`src/rtl/nibble_ser_pkg.sv`:
```
// rtl/nibble_ser_pkg.sv - shared state encodings and sizing helpers for the nibble serializer
package nibble_ser_pkg;

    localparam int STATE_W = 3;

    typedef enum logic [STATE_W-1:0] {
        S_IDLE   = 3'd0,
        S_START  = 3'd1,
        S_DATA   = 3'd2,
        S_PARITY = 3'd3,
        S_STOP   = 3'd4
    } state_t;

`ifdef NIBBLE_SER_PARITY_EN
    localparam int P = 1;
`else
    localparam int P = 0;
`endif

    // Counter width for 0..n-1, never narrower than one bit
    function automatic int cnt_w(input int n);
        return (n > 1) ? $clog2(n) : 1;
    endfunction

endpackage

```
`src/rtl/bit_timer.sv`:
```
// rtl/bit_timer.sv - per-bit cycle counter, cleared while idle, ticks on terminal count
module bit_timer
    import nibble_ser_pkg::*;
#(
    parameter int CLKS_PER_BIT = 4
) (
    input  logic clk,
    input  logic n_reset,
    input  logic i_run,
    output logic o_tick,
    output logic o_tick_next
);

    localparam int TW = cnt_w(CLKS_PER_BIT);
    localparam logic [TW-1:0] LAST = TW'(CLKS_PER_BIT - 1);
    localparam logic [TW-1:0] PRE  = TW'((CLKS_PER_BIT > 1) ? CLKS_PER_BIT - 2 : 0);

    logic [TW-1:0] r_cnt;

    always_ff @(posedge clk or negedge n_reset) begin
        if (!n_reset) begin
            r_cnt <= '0;
        end else if (!i_run || o_tick) begin
            r_cnt <= '0;
        end else begin
            r_cnt <= r_cnt + 1'b1;
        end
    end

    assign o_tick = (r_cnt == LAST);
    // Lets the owner register a pulse that lands exactly on the terminal cycle
    assign o_tick_next = (CLKS_PER_BIT == 1) || (r_cnt == PRE);

endmodule

```
`src/rtl/nibble_serializer.sv`:
```
// rtl/nibble_serializer.sv - LSB-first start/data/stop serializer; NIBBLE_SER_PARITY_EN adds even parity
module nibble_serializer
    import nibble_ser_pkg::*;
#(
    parameter int WIDTH        = 4,
    parameter int CLKS_PER_BIT = 4
) (
    input  logic             clk,
    input  logic             n_reset,
    input  logic             i_valid,
    input  logic [WIDTH-1:0] i_data,
    output logic             o_ready,
    output logic             o_ser,
    output logic             o_busy,
    output logic             o_done
);

    localparam int IW = cnt_w(WIDTH);
    localparam logic [IW-1:0] LAST_IDX = IW'(WIDTH - 1);
    localparam logic DONE_ON_ENTRY = (CLKS_PER_BIT == 1);

    state_t           r_state;
    logic [WIDTH-1:0] r_shreg;
    logic [IW-1:0]    r_idx;
    logic             r_ser;
    logic             r_ready;
    logic             r_busy;
    logic             r_done;
    logic             w_tick;
    logic             w_tick_next;
`ifdef NIBBLE_SER_PARITY_EN
    logic             r_parity;
`endif

    bit_timer #(.CLKS_PER_BIT(CLKS_PER_BIT)) u_bit_timer (
        .clk         (clk),
        .n_reset     (n_reset),
        .i_run       (r_busy),
        .o_tick      (w_tick),
        .o_tick_next (w_tick_next)
    );

    always_ff @(posedge clk or negedge n_reset) begin
        if (!n_reset) begin
            r_state  <= S_IDLE;
            r_shreg  <= '0;
            r_idx    <= '0;
            r_ser    <= 1'b1;
            r_ready  <= 1'b1;
            r_busy   <= 1'b0;
            r_done   <= 1'b0;
`ifdef NIBBLE_SER_PARITY_EN
            r_parity <= 1'b0;
`endif
        end else begin
            r_done <= 1'b0;
            case (r_state)
                S_IDLE: begin
                    if (i_valid) begin
                        r_shreg  <= i_data;
`ifdef NIBBLE_SER_PARITY_EN
                        r_parity <= ^i_data;
`endif
                        r_state  <= S_START;
                        r_ser    <= 1'b0;
                        r_ready  <= 1'b0;
                        r_busy   <= 1'b1;
                    end
                end
                S_START: begin
                    if (w_tick) begin
                        r_state <= S_DATA;
                        r_idx   <= '0;
                        r_ser   <= r_shreg[0];
                        r_shreg <= r_shreg >> 1;
                    end
                end
                S_DATA: begin
                    if (w_tick) begin
                        if (r_idx == LAST_IDX) begin
`ifdef NIBBLE_SER_PARITY_EN
                            r_state <= S_PARITY;
                            r_ser   <= r_parity;
`else
                            r_state <= S_STOP;
                            r_ser   <= 1'b1;
                            r_done  <= DONE_ON_ENTRY;
`endif
                        end else begin
                            r_idx   <= r_idx + 1'b1;
                            r_ser   <= r_shreg[0];
                            r_shreg <= r_shreg >> 1;
                        end
                    end
                end
`ifdef NIBBLE_SER_PARITY_EN
                S_PARITY: begin
                    if (w_tick) begin
                        r_state <= S_STOP;
                        r_ser   <= 1'b1;
                        r_done  <= DONE_ON_ENTRY;
                    end
                end
`endif
                S_STOP: begin
                    // o_done is registered one cycle ahead so it covers the final STOP cycle
                    if (w_tick) begin
                        r_state <= S_IDLE;
                        r_ready <= 1'b1;
                        r_busy  <= 1'b0;
                    end else begin
                        r_done  <= w_tick_next;
                    end
                end
                default: begin
                    r_state <= S_IDLE;
                    r_ser   <= 1'b1;
                    r_ready <= 1'b1;
                    r_busy  <= 1'b0;
                end
            endcase
        end
    end

    assign o_ready = r_ready;
    assign o_ser   = r_ser;
    assign o_busy  = r_busy;
    assign o_done  = r_done;

endmodule
```
`config.mk`:
```
export PLATFORM = sky130hd
export DESIGN_NAME = nibble_serializer
export DESIGN_NICKNAME = d
export VERILOG_FILES = /design/src/rtl/nibble_ser_pkg.sv /design/src/rtl/bit_timer.sv /design/src/rtl/nibble_serializer.sv
export SDC_FILE = /design/constraint.sdc
export NUM_CORES = 1
export LEC_CHECK = 0
export BUFFER_PORTS_ARGS = -buffer_cell sky130_fd_sc_hd__buf_2
export CORE_MARGIN = 1.5
export CORE_UTILIZATION = 30
export CTS_CLUSTER_DIAMETER = 80
export DETAILED_ROUTE_END_ITERATION = 10
export GPL_TIMING_DRIVEN = 0
export PLACE_DENSITY = 0.47
export SLEW_MARGIN = 20
export SYNTH_ARGS = -nofsm -noshare
export SYNTH_HDL_FRONTEND = slang
export SYNTH_SLANG_ARGS = --single-unit
export TNS_END_PERCENT = 20
```
`constraint.sdc`:
```
create_clock -name clk -period 5.9 [get_ports clk]
set_clock_uncertainty 0.15 [all_clocks]
set_input_delay 0.885 -clock clk [delete_from_list [all_inputs] [get_ports clk]]
set_output_delay 0.885 -clock clk [all_outputs]
set_load 0.02 [all_outputs]
```
# Word level (Yosys, flattened, before mapping)
# Index checks and enable logic that the tools add are counted.
# word_totals
ff_bits	15
inputBits	7
out_inout_bits	4
word_cells	63
# op_classes
n_addsub	2
n_eq_ne	12
n_mux	28
bitwise_logic	2
reduce_logical	11
# ops
cell	count
4-bit two-way mux	4
3-bit two-way mux	5
3-bit case mux with 4 select lines	1
4-bit case mux with 3 select lines	1
5-bit AND reduction	2
1-bit two-way mux	9
2-bit two-way mux	4
4-bit AND reduction	2
2-bit equality test (second input constant)	3
2-bit by 1-bit != test with 1-bit output (second input constant)	3
2-bit != test (second input constant)	3
1-bit case mux with 3 select lines	2
2-bit by 1-bit adder with 2-bit output (second input constant)	2
1-bit case mux with 4 select lines	1
2-bit case mux with 2 select lines	1
3-bit by 1-bit equality test with 1-bit output (second input constant)	1
3-bit by 2-bit equality test with 1-bit output (second input constant)	1
3-bit equality test (second input constant)	1
3-bit logical NOT	1
3-bit AND reduction	1
3-bit nonzero test	1
1-bit inverter	2
2-bit nonzero test	1
2-bit OR reduction	1
2 further kinds	2

# Logic depth before layout (Yosys ltp)
# logic_depth
depth_word	4
depth_mapped	6
mapped_depth_nobuf	5

# Cells and area by module
# Synthesis repeated with hierarchy kept, for this count alone.
# hier_totals
hier_cells	83
area_unflattened_um2	862.1
# modules_own_cells
mod	instances	cells_each	area_each_um2	seq_area_each_um2
nibble_serializer	1	76	758.2	327.8
bit_timer	1	7	103.8	50.0

# Worst setup path before layout
# No wires, ideal clock.
# synth_timing
path_kind	input to register
startpoint	input port i_valid
endpoint	register r_shreg[0]
setup_ns	0.128
arrival_ns	1.755
t_required_ns	5.622
path_slack_ns	3.867
cell_stages	4
n_path_buf	0
path_cell_list	nor2b_1 a211oi_1 a211oi_4 mux2_1
# synth_between
elab_chain_len	2
# synth_rtl
element	line_no	text
start: declaration	nibble_serializer.sv:10	input logic i_valid,
2-bit != test (no line)	n/a	
5-bit AND reduction (no line)	n/a	
end signal: assignment	nibble_serializer.sv:60	r_shreg <= i_data;
end signal: assignment	nibble_serializer.sv:75	r_shreg <= r_shreg >> 1;
end signal: assignment	nibble_serializer.sv:92	r_shreg <= r_shreg >> 1;
end: declaration	nibble_serializer.sv:23	logic [WIDTH-1:0] r_shreg;
# Every way passes these cells.
# A chain may end at the register's enable or synchronous reset.

# Final worst setup path
# layout_timing
startpoint	register r_idx[0]
endpoint	register r_shreg[2]
# layout_between
elab_chain_len	3
# layout_rtl
element	line_no	text
start: declaration	nibble_serializer.sv:24	logic [IW-1:0] r_idx;
start signal: assignment	nibble_serializer.sv:90	r_idx <= r_idx + 1'b1;
2-bit equality test	nibble_serializer.sv:80	if (r_idx == LAST_IDX) begin
2-bit != test (no line)	n/a	
5-bit AND reduction (no line)	n/a	
# Every way passes these cells.

==> flow_summary.ini <==
[sta]
layout_setup_ws_ns = 3.81
timing.setup.tns_ns = 0
timing.fmax_mhz = 478
timing.final.crit_share_pct = 35.5
maxSlewViolCount = 0
post-route-min-period_ns = 2.09
grt_setup_unrepaired = no
hold_viol = 0
worstMarginPinSlew_ns = 0.558
slew_headroom_pct = 62.8
setup_viol = 0

[clock_network]
clk_path_buf_depth = 2
htree_levels = 1
cts_root_buf = clkbuf_4
numCtsBuffers = 3
post_cts_resized = 0
tritoncts = built
clk_pin_slew_ns = 0.09
holdBufCountCts = 0
post_cts_buffers = 0
clk_latency_ns = 0.29
cts_num_sinks = 15

[synthesis]
syn_area_um2 = 841
syn_nets = 97
ys_types = 29
synth_warnings = 0
avgSynthCellArea_um2 = 9.66
synthCells = 87
synth_seq_cells = 15
synth-seq-area-share_pct = 44.9

[route]
dr.pass1.iters = 4
ant_nets = 0
via_per_inst = 4.95
dr_total_vias = 653
drt-initial-drc-count = 15
drt-total-wl_um = 1730
wire_per_inst_um = 13.1
drc = 0

[critical_path]
cp.arrival_ns = 2.11
critPathKind = flip-flop to flip-flop
path_max_fanout = 8
start_kind = flip-flop
end_kind = flip-flop
cp.required_ns = 5.92

[final_layout]
antenna_cells = 0
stdcell_count = 132
final.fill_count = 297
final_util_pct = 35.3
mostFrequentLayoutCells = dfrtp_1 (13), nor2_1 (11), buf_2 (11), o21ai_0 (7)
syn_to_final_growth_pct = 13.7
drive_gt1_share_pct = 24.8
nets = 112
final_common_cell = dfrtp_1

[die]
die_h_um = 55.9
rows = 19
io_pins = 11
core_mm2 = 0.00271
die_area_mm2 = 0.00313
die_width_um = 55.9
start_util_pct = 31.0

[global_routing]
grt_pass1_wl_um = 3020
antenna_found_initial = 0
grt_max_degree = 16
grt_pass1_vias = 656
track_usage_pct = 12.4
grt_overflow_total = 0

[power_and_ir_drop]
max-vdd-ir-drop_v = 0.000260
p_per_area_mw_per_mm2 = 531
finalPower_mw = 0.508
power_leakage_nw = 0.437

[job]
drv_cap = 0

[run_status]
outcome = finished clean

[place]
hpwl_um = 1240
port_buffers = 10
dp_cells = 128
pre_cts_ws_ns = 3.67
gp_congestion = 0.763

[min_path]
min_path_type = flip-flop to flip-flop
[cells in the mapped netlist (all sizes together)]
cell,instances,share of area [%]
a211oi,2,3.3
a21oi,6,3.6
a22o,2,2.1
a22oi,1,0.89
a31oi,2,1.5
and3,1,0.74
buf,3,2.8
clkbuf,3,1.3
dfrtp,13,39
dfstp,2,6.2
ha,3,4.5
inv,4,1.8
mux2,7,9.4
nand2,6,2.7
nand2b,2,1.5
nand3,1,0.59
nor2,11,4.9
nor2b,4,3.0
nor3,3,1.8
o21ai,7,4.2
o22a,1,1.0
o32a,1,1.2
or3,1,1.3
xnor2,1,1.0
[layer usage]
| metal | global-route usage (%) | wire length [um] | part of all wire [%] |
|---|---|---|---|
| met1 | 15.9 | 847 | 49 |
| met2 | 20.4 | 788 | 45 |
| met3 | 4.42 | 85 | 4.9 |
| met4 | 2.04 | 11 | 0.64 |
| met5 | 0 | 0 | 0 |
[layout make-up]
| cell class | instances | area [um2] | area share, % |
|---|---|---|---|
| Clock buffer | 4 | 26.3 | 2.75 |
| Sequential cell | 15 | 378 | 39.5 |
| Inverter | 4 | 15.0 | 1.57 |
| Tap cell | 31 | 38.8 | 4.06 |
| Multi-Input combinational cell | 62 | 413 | 43.2 |
| Buffer | 6 | 35.0 | 3.66 |
| Timing Repair Buffer | 10 | 50.0 | 5.24 |
[worst paths after layout]
check	startpoint	to	slack [ns]	depth (start not counted)
worst max-delay path	r_idx[0]	r_shreg[2]	3.81	4
min in group asynchronous	n_reset	r_idx[0]	0.34	1
max in group asynchronous	n_reset	o_ser	4.94	1
worst max register to register	r_idx[0]	r_shreg[2]	3.81	4
worst min-delay path	u_bit_timer.r_cnt[0]	u_bit_timer.r_cnt[0]	0.33	1
worst min register to register	u_bit_timer.r_cnt[0]	u_bit_timer.r_cnt[0]	0.33	1
[critical path: stages (launching register included)]
cell,delay [ns]
dfrtp_1,0.42
ha_1,0.31
or3_4,0.41
a211oi_4,0.33
mux2_1,0.35
[per-stage QoR]
stage	hold slack (ns)	instance area, um2
5_1_grt	0.352	956
3_5_place_dp	0.309	930
6_report	0.328	956
2_1_floorplan	0.281	841
3_3_place_gp	0.305	930
4_1_cts	0.327	956
[cell families after synthesis]
family / synth area share (%)
buffers and inverters: 5.95
adders and majority gates: 4.46
DFF: 44.9
AOI/OAI and AO/OA: 17.7
and+or+nand+nor: 16.5
xor gates and xnor gates: 1.04
muxes: 9.37
[report_power, final]
part / total [mW] / internal (mW) / switching [mW]
Sequential: 0.173 / 0.149 / 0.0248
Clock: 0.0595 / 0.0263 / 0.0332
Combinational: 0.275 / 0.126 / 0.150
[sequential cells by signal, summed over array words and instances (netlist names)]
register / flops
r_state: 3
r_shreg: 4
o_done: 1
o_ready: 1
u_bit_timer.r_cnt: 2
o_busy: 1
o_ser: 1
r_idx: 2
Note: power is estimated with default switching activity, not from simulation.
